## config.mk

```make
export PLATFORM = sky130hd
export DESIGN_NAME = middle_nonlinear_pipe
export DESIGN_NICKNAME = d
export VERILOG_FILES = /design/src/rtl/middle_nonlinear_pipe.sv
export SDC_FILE = /design/constraint.sdc
export NUM_CORES = 1
export LEC_CHECK = 0
export ABC_AREA = 1
export BUFFER_PORTS_ARGS = -buffer_cell sky130_fd_sc_hd__buf_2
export CORE_MARGIN = 5
export CORE_UTILIZATION = 50
export DETAILED_ROUTE_END_ITERATION = 10
export PLACE_DENSITY = 0.74
export SLEW_MARGIN = 20
export SYNTH_ARGS = -nofsm -noshare
export SYNTH_HDL_FRONTEND = slang
export SYNTH_SLANG_ARGS = --single-unit
```

## constraint.sdc

```tcl
create_clock -name clk -period 1.7 [get_ports clk]
set_input_delay 0.17 -clock clk [delete_from_list [all_inputs] [get_ports clk]]
set_output_delay 0.17 -clock clk [all_outputs]
set_load 0.005 [all_outputs]
```

## src/rtl/middle_nonlinear_pipe.sv

```systemverilog
// Three-stage valid/ready pipeline for the nonlinear middle of the depth-16 AES S-box.
// Stage 1 forms M1-M45 (GF(2^4) inversion), stage 2 forms the M46-M63 ANDs into the output regs.
module middle_nonlinear_pipe #(
   parameter int unsigned TAG_W = 4
) (
   input  logic             clk,
   input  logic             rst,
   input  logic             in_valid,
   output logic             in_ready,
   input  logic [7:0]       U,
   input  logic [26:0]      T,
   input  logic [TAG_W-1:0] in_tag,
   output logic             out_valid,
   input  logic             out_ready,
   output logic [62:0]      M,
   output logic [TAG_W-1:0] out_tag
);

   logic             v0_q, v1_q, v2_q;
   logic             v0_d, v1_d, v2_d;
   logic [7:0]       u0_q, u1_q;
   logic [27:1]      t0_q, t1_q;
   logic [TAG_W-1:0] tag0_q, tag1_q, tag2_q;
   logic [45:1]      m1_q, m1_d;
   logic [63:1]      m2_q, m2_d;

   logic ready1, ready2, accept, adv0, adv1;

   // Stage enables: a stage may load when it is empty or its contents move on this cycle.
   always_comb begin
      ready2 = !v2_q || out_ready;
      adv1   = v1_q && ready2;
      ready1 = !v1_q || ready2;
      adv0   = v0_q && ready1;
      in_ready = !v0_q || ready1;
      accept = in_valid && in_ready;
      v0_d   = accept || (v0_q && !ready1);
      v1_d   = adv0   || (v1_q && !ready2);
      v2_d   = adv1   || (v2_q && !out_ready);
   end

   // M1-M45 from the stage-0 registers; T(k) is t0_q[k], U7 is u0_q[0].
   always_comb begin
      m1_d     = '0;
      m1_d[1]  = t0_q[13] & t0_q[6];
      m1_d[2]  = t0_q[23] & t0_q[8];
      m1_d[3]  = t0_q[14] ^ m1_d[1];
      m1_d[4]  = t0_q[19] & u0_q[0];
      m1_d[5]  = m1_d[4] ^ m1_d[1];
      m1_d[6]  = t0_q[3] & t0_q[16];
      m1_d[7]  = t0_q[22] & t0_q[9];
      m1_d[8]  = t0_q[26] ^ m1_d[6];
      m1_d[9]  = t0_q[20] & t0_q[17];
      m1_d[10] = m1_d[9] ^ m1_d[6];
      m1_d[11] = t0_q[1] & t0_q[15];
      m1_d[12] = t0_q[4] & t0_q[27];
      m1_d[13] = m1_d[12] ^ m1_d[11];
      m1_d[14] = t0_q[2] & t0_q[10];
      m1_d[15] = m1_d[14] ^ m1_d[11];
      m1_d[16] = m1_d[3] ^ m1_d[2];
      m1_d[17] = m1_d[5] ^ t0_q[24];
      m1_d[18] = m1_d[8] ^ m1_d[7];
      m1_d[19] = m1_d[10] ^ m1_d[15];
      m1_d[20] = m1_d[16] ^ m1_d[13];
      m1_d[21] = m1_d[17] ^ m1_d[15];
      m1_d[22] = m1_d[18] ^ m1_d[13];
      m1_d[23] = m1_d[19] ^ t0_q[25];
      m1_d[24] = m1_d[22] ^ m1_d[23];
      m1_d[25] = m1_d[22] & m1_d[20];
      m1_d[26] = m1_d[21] ^ m1_d[25];
      m1_d[27] = m1_d[20] ^ m1_d[21];
      m1_d[28] = m1_d[23] ^ m1_d[25];
      m1_d[29] = m1_d[28] & m1_d[27];
      m1_d[30] = m1_d[26] & m1_d[24];
      m1_d[31] = m1_d[20] & m1_d[23];
      m1_d[32] = m1_d[27] & m1_d[31];
      m1_d[33] = m1_d[27] ^ m1_d[25];
      m1_d[34] = m1_d[21] & m1_d[22];
      m1_d[35] = m1_d[24] & m1_d[34];
      m1_d[36] = m1_d[24] ^ m1_d[25];
      m1_d[37] = m1_d[21] ^ m1_d[29];
      m1_d[38] = m1_d[32] ^ m1_d[33];
      m1_d[39] = m1_d[23] ^ m1_d[30];
      m1_d[40] = m1_d[35] ^ m1_d[36];
      m1_d[41] = m1_d[38] ^ m1_d[40];
      m1_d[42] = m1_d[37] ^ m1_d[39];
      m1_d[43] = m1_d[37] ^ m1_d[38];
      m1_d[44] = m1_d[39] ^ m1_d[40];
      m1_d[45] = m1_d[42] ^ m1_d[41];
   end

   // M46-M63: inversion outputs ANDed with the forwarded linear terms.
   always_comb begin
      m2_d       = '0;
      m2_d[45:1] = m1_q;
      m2_d[46]   = m1_q[44] & t1_q[6];
      m2_d[47]   = m1_q[40] & t1_q[8];
      m2_d[48]   = m1_q[39] & u1_q[0];
      m2_d[49]   = m1_q[43] & t1_q[16];
      m2_d[50]   = m1_q[38] & t1_q[9];
      m2_d[51]   = m1_q[37] & t1_q[17];
      m2_d[52]   = m1_q[42] & t1_q[15];
      m2_d[53]   = m1_q[45] & t1_q[27];
      m2_d[54]   = m1_q[41] & t1_q[10];
      m2_d[55]   = m1_q[44] & t1_q[13];
      m2_d[56]   = m1_q[40] & t1_q[23];
      m2_d[57]   = m1_q[39] & t1_q[19];
      m2_d[58]   = m1_q[43] & t1_q[3];
      m2_d[59]   = m1_q[38] & t1_q[22];
      m2_d[60]   = m1_q[37] & t1_q[20];
      m2_d[61]   = m1_q[42] & t1_q[1];
      m2_d[62]   = m1_q[45] & t1_q[4];
      m2_d[63]   = m1_q[41] & t1_q[2];
   end

   always_ff @(posedge clk) begin
      if (rst) begin
         v0_q   <= 1'b0;
         v1_q   <= 1'b0;
         v2_q   <= 1'b0;
         u0_q   <= '0;
         u1_q   <= '0;
         t0_q   <= '0;
         t1_q   <= '0;
         tag0_q <= '0;
         tag1_q <= '0;
         tag2_q <= '0;
         m1_q   <= '0;
         m2_q   <= '0;
      end else begin
         v0_q <= v0_d;
         v1_q <= v1_d;
         v2_q <= v2_d;
         if (accept) begin
            u0_q   <= U;
            t0_q   <= T;
            tag0_q <= in_tag;
         end
         if (adv0) begin
            u1_q   <= u0_q;
            t1_q   <= t0_q;
            tag1_q <= tag0_q;
            m1_q   <= m1_d;
         end
         if (adv1) begin
            m2_q   <= m2_d;
            tag2_q <= tag1_q;
         end
      end
   end

   assign out_valid = v2_q;
   assign M         = m2_q;
   assign out_tag   = tag2_q;

   // Only U7 and a subset of T reach the final ANDs; the rest rides along unused.
   logic unused_fwd;
   assign unused_fwd = ^{u1_q[7:1], t1_q};

endmodule
```

==> results.txt, run 1 <==
----------------------------------------------------
[Global routing]
  Met2 usage in global routing ... 37.4%
  Most used routing layer in global routing ... met2
  First-pass GRT wire length ... 26,000 um
  Number of antenna violations at the first check in global routing ... 0
  Met3 demand-to-capacity share in global routing ... 5.48%
  Via count of the first global-routing pass ... 5,520
  Met1 usage ... 26.8%
  Total global routing overflow ... 0
  Largest net degree at the start of global routing ... 112
  Overall fraction of global-route tracks in use ... 21.8%

[Placement]
  Cell area reported after detailed placement ... 0.00734 sq mm
  Input/output buffers ... 98
  Final estimated routing congestion in global placement ... 0.850
  # placed instances ... 1,104
  HPWL reported at the end of detailed placement ... 10,200 um
  Pre-CTS worst setup slack ... -161 ps

[Route]
  Detailed-route via count ... 5,941
  Number of detailed-route iterations in the first pass ... 5
  Via-to-Cell Ratio ... 5.09
  First DRT Iteration DRCs ... 412
  Residual DRC count ... 0
  Detailed Route WL ... 16,400 um
  Wirelength per Cell ... 14.0 um
  Antenna violation net count after detailed routing ... 0

[Run status]
  Violations in the final reports ... setup timing
  Run status ... complete, but fails checks

[Clock network]
  Worst-case clock buffer depth ... 2
  TritonCTS clock tree ... done
  Number of sinks on the clock net ... 163
  Clock-pin transition on the worst setup and hold timing paths ... 60 ps
  CTS H-tree depth ... 4
  Master cell of the clock root buffer ... sky130_fd_sc_hd__clkbuf_16
  Insertion delay to the later sink of the worst-skew pair ... 430 ps
  TritonCTS Buffers ... 17

[Critical path]
  Kind of end point of the critical path ... register
  Worst Path Arrival ... 2250 ps
  Maximum fanout count along the critical path ... 6
  Category of the worst setup path launch point ... register
  Req. time, crit path ... 2030 ps
  Critical path class ... register to register

[Final layout]
  Antenna diode instance count ... 0
  Final instance area ... 0.00854 sq mm
  Share of post-route cells with drive strength above 1 ... 34.3%
  Fin cells ... 1,168
  Highest-count cells in the layout ignoring fill and taps ... 172 x sky130_fd_sc_hd__nor2_1, 146 x sky130_fd_sc_hd__dfxtp_1, 107 x sky130_fd_sc_hd__o21ai_0
  Final layout net count ... 1,030
  Area delta synth->final ... 36.9%
  Commonest non-fill, non-tap cell in the layout ... sky130_fd_sc_hd__nor2_1
  Fraction of the core area covered by cells at the end of the flow ... 70.5%

[STA]
  Worst hold margin ... 2.85 ps
  Post-layout worst setup margin ... -224 ps
  Slew at the pin closest to its max-slew limit ... 591 ps
  Final clock period utilization by the worst path ... 113%
  Skew final ... 7.65 ps
  Max-slew violation count ... 0
  Summed negative setup slack over all endpoints ... -1110 ps
  Final setup viols ... 13
  RSZ-0062 raised after global routing ... yes
  Count of endpoints failing hold in the final timing report ... 0
  Max frequency ... 520 MHz
  Final min period ... 1920 ps
  Worst relative slew slack ... 60.6%

[Synth]
  Post-Synthesis Mean Instance Area ... 7.65 sq um
  Number of nets in the synthesized netlist ... 859
  Flops & latches, synth ... 163
  Total standard cell area after synthesis ... 0.00624 sq mm
  Share of the yosys chip area belonging to registers ... 52.3%
  Count of yosys warnings during synthesis ... 0
  Instance count of the mapped netlist ... 816
  Number of library cell types mapped by synthesis ... 24

[Floorplanning]
  Horizontal die dimension ... 122 um
  Floorplan die height ... 122 um
  Count of boundary I/O pins ... 112
  Core box area ... 0.0121 sq mm
  Floorplan die area ... 0.0148 sq mm
  Num rows ... 40
  Initial Util ... 51.5%

[Worst hold path]
  Class of the most critical hold timing path ... input port to register

[Power and ir drop]
  Maximum vdd drop ... 0.786 mV
  Cell area power density ... 1110 mW/mm^2
  Leak Pwr ... 3.86 nW
  Power Total ... 9.48 mW

[Flow run]
  MaxCap Viol Count ... 0

----------------------------------------------------
==> final cells by class <==
type | count | area [sq um]
clock buffer | 20 | 447
clock inverter | 12 | 156
fill | 965 | 3570
inverter | 39 | 168
multi-input combinational | 565 | 2930
sequential | 163 | 3290
tap | 168 | 210
timing repair buffer | 200 | 1340
timing repair inverter | 1 | 7.51
==> sequential cells by signal (all words and copies together), names as in the netlist <==
signal	count
M	63
out_tag	4
u1_q	1
v1_q	1
v0_q	1
tag1_q	4
t1_q	17
u0_q	1
out_valid	1
tag0_q	4
m1_q	45
t0_q	21
==> path summary, 6_finish.rpt <==
check	from	end	slack, ps	cells after the start
setup / recovery	t0_q[15]	m1_q[45]	-220	16
hold reg to reg	m1_q[28]	M[27]	450	2
setup reg to reg	t0_q[15]	m1_q[45]	-220	16
hold / removal	in_tag[1]	tag0_q[1]	3	3
==> repair_timing <==
action | 4_1_cts | 5_1_grt
pin swaps | 21 | 22
endpoints found under the setup margin | 9 | 51
cloned | 0 | 1
hold buffers | 9 | 0
endpoints found under the hold margin | 9 | 0
buffers inserted | 11 | 11
gates resized for setup | 48 | 64
==> per-layer routing <==
metal	wire (um)	up-vias
li1	-	3007
met1	6990	2738
met2	8180	159
met3	790	37
met4	408	0
met5	0	-
==> report_power, final <==
part	internal, mW	switching [mW]	total (mW)
registers	4.03	0.134	4.17
logic	0.607	0.795	1.40
clock network	2.35	1.56	3.91
total	6.99	2.49	9.48
==> kinds of logic (layout without fill, tap and decap cells) <==
group | Yosys count | count (layout) | share of synthesized area (%)
AO/OA/AOI/OAI | 194 | 194 | 16.1
buffers and inverters | 88 | 272 | 5.39
flip-flops | 163 | 163 | 52.3
AND/OR/NAND/NOR | 371 | 371 | 26.2
==> worst max-delay path, stage by stage, from the launching register on <==
cell	delay (ps)
sky130_fd_sc_hd__dfxtp_2	340
sky130_fd_sc_hd__nand2_4	120
sky130_fd_sc_hd__nand2_1	120
sky130_fd_sc_hd__nand2_4	120
sky130_fd_sc_hd__nand2_4	70
sky130_fd_sc_hd__nand2_4	70
sky130_fd_sc_hd__nand2_4	60
sky130_fd_sc_hd__nand2_4	110
sky130_fd_sc_hd__nand2_4	80
sky130_fd_sc_hd__nor2_4	200
sky130_fd_sc_hd__inv_2	80
sky130_fd_sc_hd__nand2_4	90
sky130_fd_sc_hd__nand2_2	70
sky130_fd_sc_hd__nand3_4	80
sky130_fd_sc_hd__nand3_2	70
sky130_fd_sc_hd__nand2_1	80
sky130_fd_sc_hd__nor2_2	40
==> synthesized netlist by cell type <==
cell type                  count  area (sq um)
sky130_fd_sc_hd__inv_1        33           124
sky130_fd_sc_hd__o21ai_0     110           551
sky130_fd_sc_hd__nand2_4       7          78.8
sky130_fd_sc_hd__o211ai_1      4          30.0
sky130_fd_sc_hd__a31oi_1       3          18.8
sky130_fd_sc_hd__nor2_1      175           657
sky130_fd_sc_hd__nor2_4        1          11.3
sky130_fd_sc_hd__inv_2         5          18.8
sky130_fd_sc_hd__nand3b_1      1          7.51
sky130_fd_sc_hd__nand3_1      41           205
sky130_fd_sc_hd__buf_2         1          5.00
sky130_fd_sc_hd__nand3_2       8          80.1
sky130_fd_sc_hd__buf_4         1          7.51
sky130_fd_sc_hd__nor2_2        1          6.26
sky130_fd_sc_hd__nand2_2      27           169
sky130_fd_sc_hd__nand3b_2      1          11.3
sky130_fd_sc_hd__clkbuf_1     47           176
sky130_fd_sc_hd__nand2_1     109           409
sky130_fd_sc_hd__a21oi_1      67           335
sky130_fd_sc_hd__o21ai_1       1          5.00
sky130_fd_sc_hd__a211oi_1      8          60.1
sky130_fd_sc_hd__dfxtp_1     163          3260
sky130_fd_sc_hd__o21a_1        1          7.51
sky130_fd_sc_hd__clkinv_2      1          5.00
(Power assumes the default switching activity.)
==> inputs of run 2 (changes only) <==
Settings changed: BUFFER_PORTS_ARGS -buffer_cell sky130_fd_sc_hd__buf_2 to -buffer_cell sky130_fd_sc_hd__buf_4.
==> run 2 against run 1 <==
The run still ends with setup timing left. Sequential power is essentially flat. Clock-buffer cell count shrank 1. First-iteration DRC count shrank 5.8%. Routed wire length grew 5.2%. Register-to-register slack lost 70 ps. Power grew 2.8%. Sequential share of layout area shrank 1.2 points. Global-route usage grew 0.096 points. Setup slack lost 69 ps. Critical path depth shrank 1.
==> results.txt, run 2 (same netlist as run 1, synthesis figures left out) <==
----------------------------------------------------
[Floorplanning]
  Core box area ... 0.0121 sq mm (unchanged)
  Num rows ... 40 (unchanged)
  Count of boundary I/O pins ... 112 (unchanged)
  Horizontal die dimension ... 122 um (unchanged)
  Floorplan die area ... 0.0148 sq mm (unchanged)
  Floorplan die height ... 122 um (unchanged)
  Initial Util ... 51.5% (unchanged)

[Run status]
  Run status ... complete, but fails checks (unchanged)
  Violations in the final reports ... setup timing (unchanged)

[Final layout]
  Antenna diode instance count ... 0 (unchanged)
  Number of flip-flops under the largest register name ... 63 (unchanged)
  Commonest non-fill, non-tap cell in the layout ... sky130_fd_sc_hd__buf_4 (was sky130_fd_sc_hd__nor2_1)
  Final layout net count ... 1,025 (was 1,030)
  Area delta synth->final ... 41.1% (was 36.9%)
  Highest-count cells in the layout ignoring fill and taps ... 176 x sky130_fd_sc_hd__buf_4, 173 x sky130_fd_sc_hd__nor2_1, 149 x sky130_fd_sc_hd__dfxtp_1 (was 172 x sky130_fd_sc_hd__nor2_1, 146 x sky130_fd_sc_hd__dfxtp_1, 107 x sky130_fd_sc_hd__o21ai_0)
  Share of post-route cells with drive strength above 1 ... 33.2% (was 34.3%)
  Final instance area ... 0.00881 sq mm (was 0.00854 sq mm)

[Power and ir drop]
  Cell area power density ... 1110 mW/mm^2 (about the same)
  Leak Pwr ... 3.88 nW (was 3.86 nW)
  Power Total ... 9.74 mW (was 9.48 mW)
  Maximum vdd drop ... 0.595 mV (was 0.786 mV)

[STA]
  RSZ-0062 raised after global routing ... yes (unchanged)
  Count of endpoints failing hold in the final timing report ... 0 (unchanged)
  Post-layout worst setup margin ... -293 ps (was -224 ps)
  Slew at the pin closest to its max-slew limit ... 585 ps (was 591 ps)
  Skew final ... 12.7 ps (was 7.65 ps)
  Max frequency ... 502 MHz (was 520 MHz)
  Final setup viols ... 12 (was 13)
  Worst hold margin ... 8.39 ps (was 2.85 ps)
  Final min period ... 1990 ps (was 1920 ps)
  Max-slew violation count ... 0 (unchanged)
  Worst relative slew slack ... 61.0% (was 60.6%)
  Final clock period utilization by the worst path ... 117% (was 113%)

[Global routing]
  First-pass GRT wire length ... 25,800 um (was 26,000 um)
  Number of antenna violations at the first check in global routing ... 0 (unchanged)
  Total global routing overflow ... 0 (unchanged)
  Via count of the first global-routing pass ... 5,539 (was 5,520)
  Overall fraction of global-route tracks in use ... 21.9% (was 21.8%)
  Largest net degree at the start of global routing ... 53 (was 112)

[Worst hold path]
  Hold path cells ... 3 (unchanged)
  Class of the most critical hold timing path ... input port to register (unchanged)
  Hold endpoint ... t0_q[13] (was tag0_q[1])
  Launch point of the worst hold path ... T[12] (was in_tag[1])

[Clock network]
  Master cell of the clock root buffer ... sky130_fd_sc_hd__clkbuf_16 (unchanged)
  Worst-case clock buffer depth ... 2 (unchanged)
  Number of sinks on the clock net ... 163 (unchanged)
  TritonCTS clock tree ... done (unchanged)
  CTS H-tree depth ... 4 (unchanged)
  Insertion delay to the later sink of the worst-skew pair ... 440 ps (was 430 ps)
  Clock-pin transition on the worst setup and hold timing paths ... 60 ps (about the same)
  TritonCTS Buffers ... 17 (unchanged)

[Route]
  Number of detailed-route iterations in the first pass ... 6 (was 5)
  First DRT Iteration DRCs ... 388 (was 412)
  Via-to-Cell Ratio ... 5.17 (was 5.09)
  Detailed Route WL ... 17,200 um (was 16,400 um)
  Antenna violation net count after detailed routing ... 0 (unchanged)
  Residual DRC count ... 0 (unchanged)
  Wirelength per Cell ... 14.8 um (was 14.0 um)
  Detailed-route via count ... 6,017 (was 5,941)

[Critical path]
  Register-to-register setup slack ... -290 ps (was -220 ps)
  Critical path class ... register to register (unchanged)
  Worst Path Arrival ... 2310 ps (was 2250 ps)
  Cells on worst reg2reg path ... 15 (was 16)
  Category of the worst setup path launch point ... register (unchanged)
  Worst stage delay on the critical path ... 360 ps (was 340 ps)
  Reg2Reg Launch Point ... t0_q[13] (was t0_q[15])
  Buffer and inverter count on the worst path ... 2 (was 1)
  Maximum fanout count along the critical path ... 6 (unchanged)
  Kind of end point of the critical path ... register (unchanged)
  Largest delay share family, worst path ... simple AND/OR/NAND/NOR gates (unchanged)
  Req. time, crit path ... 2020 ps (was 2030 ps)
  Worst path cell trace ... nand2_4 -> nand2_1 -> nand3b_1 -> nand2_2 -> nand2_2 -> nand2_4 -> nand2_4 -> nand3_4 -> nand3_2 -> nand2_2 -> inv_2 -> nand2_2 -> nand3_2 -> o211ai_1 -> inv_1 (was nand2_4 -> nand2_1 -> nand2_4 -> nand2_4 -> nand2_4 -> nand2_4 -> nand2_4 -> nand2_4 -> nor2_4 -> inv_2 -> nand2_4 -> nand2_2 -> nand3_4 -> nand3_2 -> nand2_1 -> nor2_2)
  Slowest stage cell on the critical path ... sky130_fd_sc_hd__dfxtp_2 (unchanged)
  Critical path's most frequent cell ... sky130_fd_sc_hd__nand2_2 (was sky130_fd_sc_hd__nand2_4)
  Capture point of the worst reg-to-reg path ... m1_q[41] (was m1_q[45])

[Placement]
  Final estimated routing congestion in global placement ... 0.878 (was 0.850)
  Cell area reported after detailed placement ... 0.00765 sq mm (was 0.00734 sq mm)
  Input/output buffers ... 98 (unchanged)
  HPWL reported at the end of detailed placement ... 10,700 um (was 10,200 um)

[Flow run]
  MaxCap Viol Count ... 0 (unchanged)

----------------------------------------------------
## run 2: worst max-delay path by stage
stage                     slack [ps]  cells after the start  endpoint  startpoint
after floorplan                   20                     15  m1_q[45]    t0_q[15]
after global placement          -140                     15  m1_q[45]     t0_q[6]
after detailed placement        -180                     15  m1_q[45]    t0_q[13]
after CTS                        -80                     14  m1_q[44]     t0_q[6]
after global routing            -400                     15  m1_q[41]    t0_q[13]
final                           -290                     15  m1_q[41]    t0_q[13]
## run 2: final cells by class
class	instances	area, sq um
Fill cell	950	3300
Sequential cell	163	3280
Multi-Input combinational cell	565	2930
Timing Repair Buffer	195	1580
Clock buffer	19	453
Tap cell	168	210
Clock inverter	13	183
Inverter	39	159
Timing Repair inverter	1	7.51
## run 2: report_power, final
part	leakage (nW)	switching, mW	internal [mW]
Clock	0.313	1.55	2.53
Combinational	2.23	0.829	0.658
Sequential	1.34	0.141	4.03
## run 2: worst min-delay path: stages
cell and delay (ps):
sky130_fd_sc_hd__buf_4 80, sky130_fd_sc_hd__o21ai_0 80, sky130_fd_sc_hd__nor2_1 80
## run 2: per-stage QoR
step | std cells | setup slack (ps) | setup TNS (ps) | utilization, %
3_3_place_gp | 1108 | -143 | -793 | 63.2
6_report | 1163 | -293 | -2170 | 72.7
3_5_place_dp | 1108 | -179 | -979 | 63.2
4_1_cts | 1159 | -84.8 | -473 | 70.9
2_1_floorplan | 816 | 21.7 | 0 | -
5_1_grt | 1163 | -397 | -3740 | 72.7
## run 2: routing by layer
metal  wire length (um)  GRT usage (%)  part of all wire [%]
met5                  0              0                     0
met4                510           9.80                   3.0
met3                978           4.92                   5.7
met2               8570           37.2                    50
met1               7160           26.6                    42
## run 2: what timing repair did
| item | 4_1_cts | 5_1_grt |
|---|---|---|
| endpoints found under the hold margin | 10 | 0 |
| resized for setup | 42 | 54 |
| setup endpoints to repair | 8 | 39 |
| hold buffers | 10 | 0 |
| setup buffers | 9 | 3 |
| gates cloned | 0 | 1 |
| pin swaps | 17 | 22 |
==> inputs of run 3 (changes only) <==
Settings changed: BUFFER_PORTS_ARGS -buffer_cell sky130_fd_sc_hd__buf_4 to not set, CORE_ASPECT_RATIO set to 0.75, CORE_UTILIZATION 50 to 56, DONT_BUFFER_PORTS set to 1.
==> run 3 against run 2 <==
The run still ends with setup timing left. Sequential share of layout area grew 2.3 points. Critical path type unchanged. Hold slack lost 7.1 ps. Critical endpoint is now m1_q[45]. Clock-buffer cell count stayed put. Highest routed layer unchanged. Critical path depth up 1. Largest cell class unchanged. Global-route usage grew 2.9 points. Combinational power is 5% lower. Sequential cell count is the same. Utilization rose by 3.6 points. Power increased by 1.7%. Setup slack lost 9.3 ps.
==> results.txt, run 3 (same netlist as run 1, synthesis figures left out) <==
----------------------------------------------------
[Global routing]
  Met1 usage ... 29.3% (was 26.6%)
  Largest net degree at the start of global routing ... 82 (was 53)
  First-pass GRT wire length ... 27,200 um (was 25,800 um)
  Via count of the first global-routing pass ... 5,652 (was 5,539)
  Met3 demand-to-capacity share in global routing ... 7.10% (was 4.92%)
  Most used routing layer in global routing ... met2 (unchanged)
  Number of antenna violations at the first check in global routing ... 0 (unchanged)
  Total global routing overflow ... 0 (unchanged)
  Overall fraction of global-route tracks in use ... 24.9% (was 21.9%)
  Met2 usage in global routing ... 43.7% (was 37.2%)

[Final layout]
  Area delta synth->final ... 33.2% (was 41.1%)
  Fin cells ... 1,057 (was 1,163)
  Final layout net count ... 947 (was 1,025)
  Count of filler cells inserted in the layout ... 739 (was 950)
  Total area of sequential cells ... 0.00329 sq mm (was 0.00328 sq mm)
  Commonest non-fill, non-tap cell in the layout ... sky130_fd_sc_hd__nor2_1 (was sky130_fd_sc_hd__buf_4)
  Number of flip-flops under the largest register name ... 63 (unchanged)
  Antenna diode instance count ... 0 (unchanged)
  Highest-count cells in the layout ignoring fill and taps ... 170 x sky130_fd_sc_hd__nor2_1, 151 x sky130_fd_sc_hd__dfxtp_1, 107 x sky130_fd_sc_hd__o21ai_0 (was 176 x sky130_fd_sc_hd__buf_4, 173 x sky130_fd_sc_hd__nor2_1, 149 x sky130_fd_sc_hd__dfxtp_1)
  Footprint of the multi-input gates ... 0.00299 sq mm (was 0.00293 sq mm)
  Share of post-route cells with drive strength above 1 ... 27.3% (was 33.2%)

[Route]
  First DRT Iteration DRCs ... 406 (was 388)
  Wirelength per Cell ... 16.7 um (was 14.8 um)
  Via-to-Cell Ratio ... 5.56 (was 5.17)
  Number of detailed-route iterations in the first pass ... 5 (was 6)
  Detailed-route via count ... 5,872 (was 6,017)
  Antenna violation net count after detailed routing ... 0 (unchanged)
  Detailed Route WL ... 17,600 um (was 17,200 um)
  Residual DRC count ... 0 (unchanged)

[Run status]
  Run status ... complete, but fails checks (unchanged)
  Violations in the final reports ... setup timing (unchanged)

[Critical path]
  Kind of end point of the critical path ... register (unchanged)
  Buffer and inverter count on the worst path ... 1 (was 2)
  Largest delay share family, worst path ... simple AND/OR/NAND/NOR gates (unchanged)
  Worst Path Arrival ... 2320 ps (was 2310 ps)
  Worst path cell trace ... nand2_8 -> nand2_2 -> nand3b_1 -> nand2_2 -> nand2_2 -> nand2_4 -> nor2_1 -> nand2_2 -> nand3_2 -> nand2_2 -> inv_2 -> nand2_2 -> nand3_4 -> nand3_2 -> nand2_2 -> nor2_2 (was nand2_4 -> nand2_1 -> nand3b_1 -> nand2_2 -> nand2_2 -> nand2_4 -> nand2_4 -> nand3_4 -> nand3_2 -> nand2_2 -> inv_2 -> nand2_2 -> nand3_2 -> o211ai_1 -> inv_1)
  Slowest stage cell on the critical path ... sky130_fd_sc_hd__dfxtp_4 (was sky130_fd_sc_hd__dfxtp_2)
  Critical path class ... register to register (unchanged)
  Critical path's most frequent cell ... sky130_fd_sc_hd__nand2_2 (unchanged)
  Category of the worst setup path launch point ... register (unchanged)
  Maximum fanout count along the critical path ... 6 (unchanged)
  Worst stage delay on the critical path ... 370 ps (was 360 ps)
  Req. time, crit path ... 2020 ps (about the same)

[Power and ir drop]
  Maximum vdd drop ... 0.821 mV (was 0.595 mV)
  Leak Pwr ... 3.47 nW (was 3.88 nW)
  Cell area power density ... 1190 mW/mm^2 (was 1110 mW/mm^2)

[Floorplanning]
  Horizontal die dimension ... 132 um (was 122 um)
  Initial Util ... 57.3% (was 51.5%)
  Floorplan die area ... 0.0134 sq mm (was 0.0148 sq mm)
  Count of boundary I/O pins ... 112 (unchanged)
  Core box area ... 0.0109 sq mm (was 0.0121 sq mm)
  Num rows ... 33 (was 40)
  Floorplan die height ... 101 um (was 122 um)

[Clock network]
  Clock-pin transition on the worst setup and hold timing paths ... 60 ps (about the same)
  CTS H-tree depth ... 4 (unchanged)
  Worst-case clock buffer depth ... 2 (unchanged)
  TritonCTS clock tree ... done (unchanged)
  Insertion delay to the later sink of the worst-skew pair ... 420 ps (was 440 ps)
  TritonCTS Buffers ... 17 (unchanged)
  Master cell of the clock root buffer ... sky130_fd_sc_hd__clkbuf_16 (unchanged)
  Number of sinks on the clock net ... 163 (unchanged)

[STA]
  Final clock period utilization by the worst path ... 118% (was 117%)
  Count of endpoints failing hold in the final timing report ... 0 (unchanged)
  Final setup viols ... 14 (was 12)
  Max-slew violation count ... 0 (unchanged)
  Slew at the pin closest to its max-slew limit ... 429 ps (was 585 ps)
  Skew final ... 7.95 ps (was 12.7 ps)
  Final min period ... 2000 ps (was 1990 ps)
  Worst hold margin ... 1.29 ps (was 8.39 ps)
  Post-layout worst setup margin ... -302 ps (was -293 ps)
  Worst relative slew slack ... 71.4% (was 61.0%)
  RSZ-0062 raised after global routing ... yes (unchanged)
  Max frequency ... 499 MHz (was 502 MHz)

[Placement]
  Final estimated routing congestion in global placement ... 0.865 (was 0.878)
  # placed instances ... 982 (was 1,108)
  HPWL reported at the end of detailed placement ... 10,400 um (was 10,700 um)
  Input/output buffers ... 0 (was 98)

[Flow run]
  MaxCap Viol Count ... 0 (unchanged)

[Worst hold path]
  Class of the most critical hold timing path ... input port to register (unchanged)

----------------------------------------------------
-- run 3: changes by cell type in the layout (fill, tap and decap cells not counted), sizes merged --
cell | previous run | this run
bufinv | 4 | 6
clkinv | 9 | 6
dlygate4sd3 | 10 | 26
inv | 37 | 39
buf | 185 | 90
-- run 3: per-stage QoR --
step / instance area [sq um] / total power [mW] / setup WS (ps) / utilization [%] / TNS, ps
3_3_place_gp: 6840 / 5.24 / -162 / 62.8 / -561
3_5_place_dp: 6840 / 5.28 / -247 / 62.8 / -1410
4_1_cts: 7990 / 9.70 / -139 / 73.3 / -742
6_report: 8320 / 9.90 / -302 / 76.3 / -2390
2_1_floorplan: 6240 / 4.89 / 21.7 / - / 0
5_1_grt: 8320 / 10.3 / -359 / 76.3 / -4030
-- run 3: power by group --
group,switching [mW],internal [mW]
Combinational,0.814,0.594
Sequential,0.157,4.03
Clock,1.55,2.76
Total,2.52,7.38
-- run 3: timing repair --
item | in CTS | in global routing
setup endpoints to repair | 13 | 53
setup buffers | 8 | 6
cloned | 0 | 2
hold buffers | 27 | 0
gates resized for setup | 45 | 78
hold endpoints to repair | 76 | 0
pin swaps | 15 | 24
-- run 3: cell type report --
class                           instances  area share [%]
Tap cell                              140            2.11
Clock inverter                         13            2.77
Timing Repair inverter                  2           0.181
Sequential cell                       163            39.5
Multi-Input combinational cell        565            36.0
Timing Repair Buffer                  116            12.2
Inverter                               39            1.99
Clock buffer                           19            5.21
-- run 3: path summary, 6_finish.rpt --
kind / slack [ps] / start / cells past startpoint / endpoint
worst max-delay path: -300 / t0_q[13] / 16 / m1_q[45]
worst min-delay path: 1 / T[25] / 2 / t0_q[26]
worst max register to register: -300 / t0_q[13] / 16 / m1_q[45]
worst min register to register: 460 / m1_q[34] / 2 / m1_q[34]
-- run 3: per-layer routing --
metal  vias to the layer above  part of all wire (%)
li1                       2838                     -
met1                      2771                    40
met2                       220                    51
met3                        43                   7.6
met4                         0                   1.9
met5                         -                     0
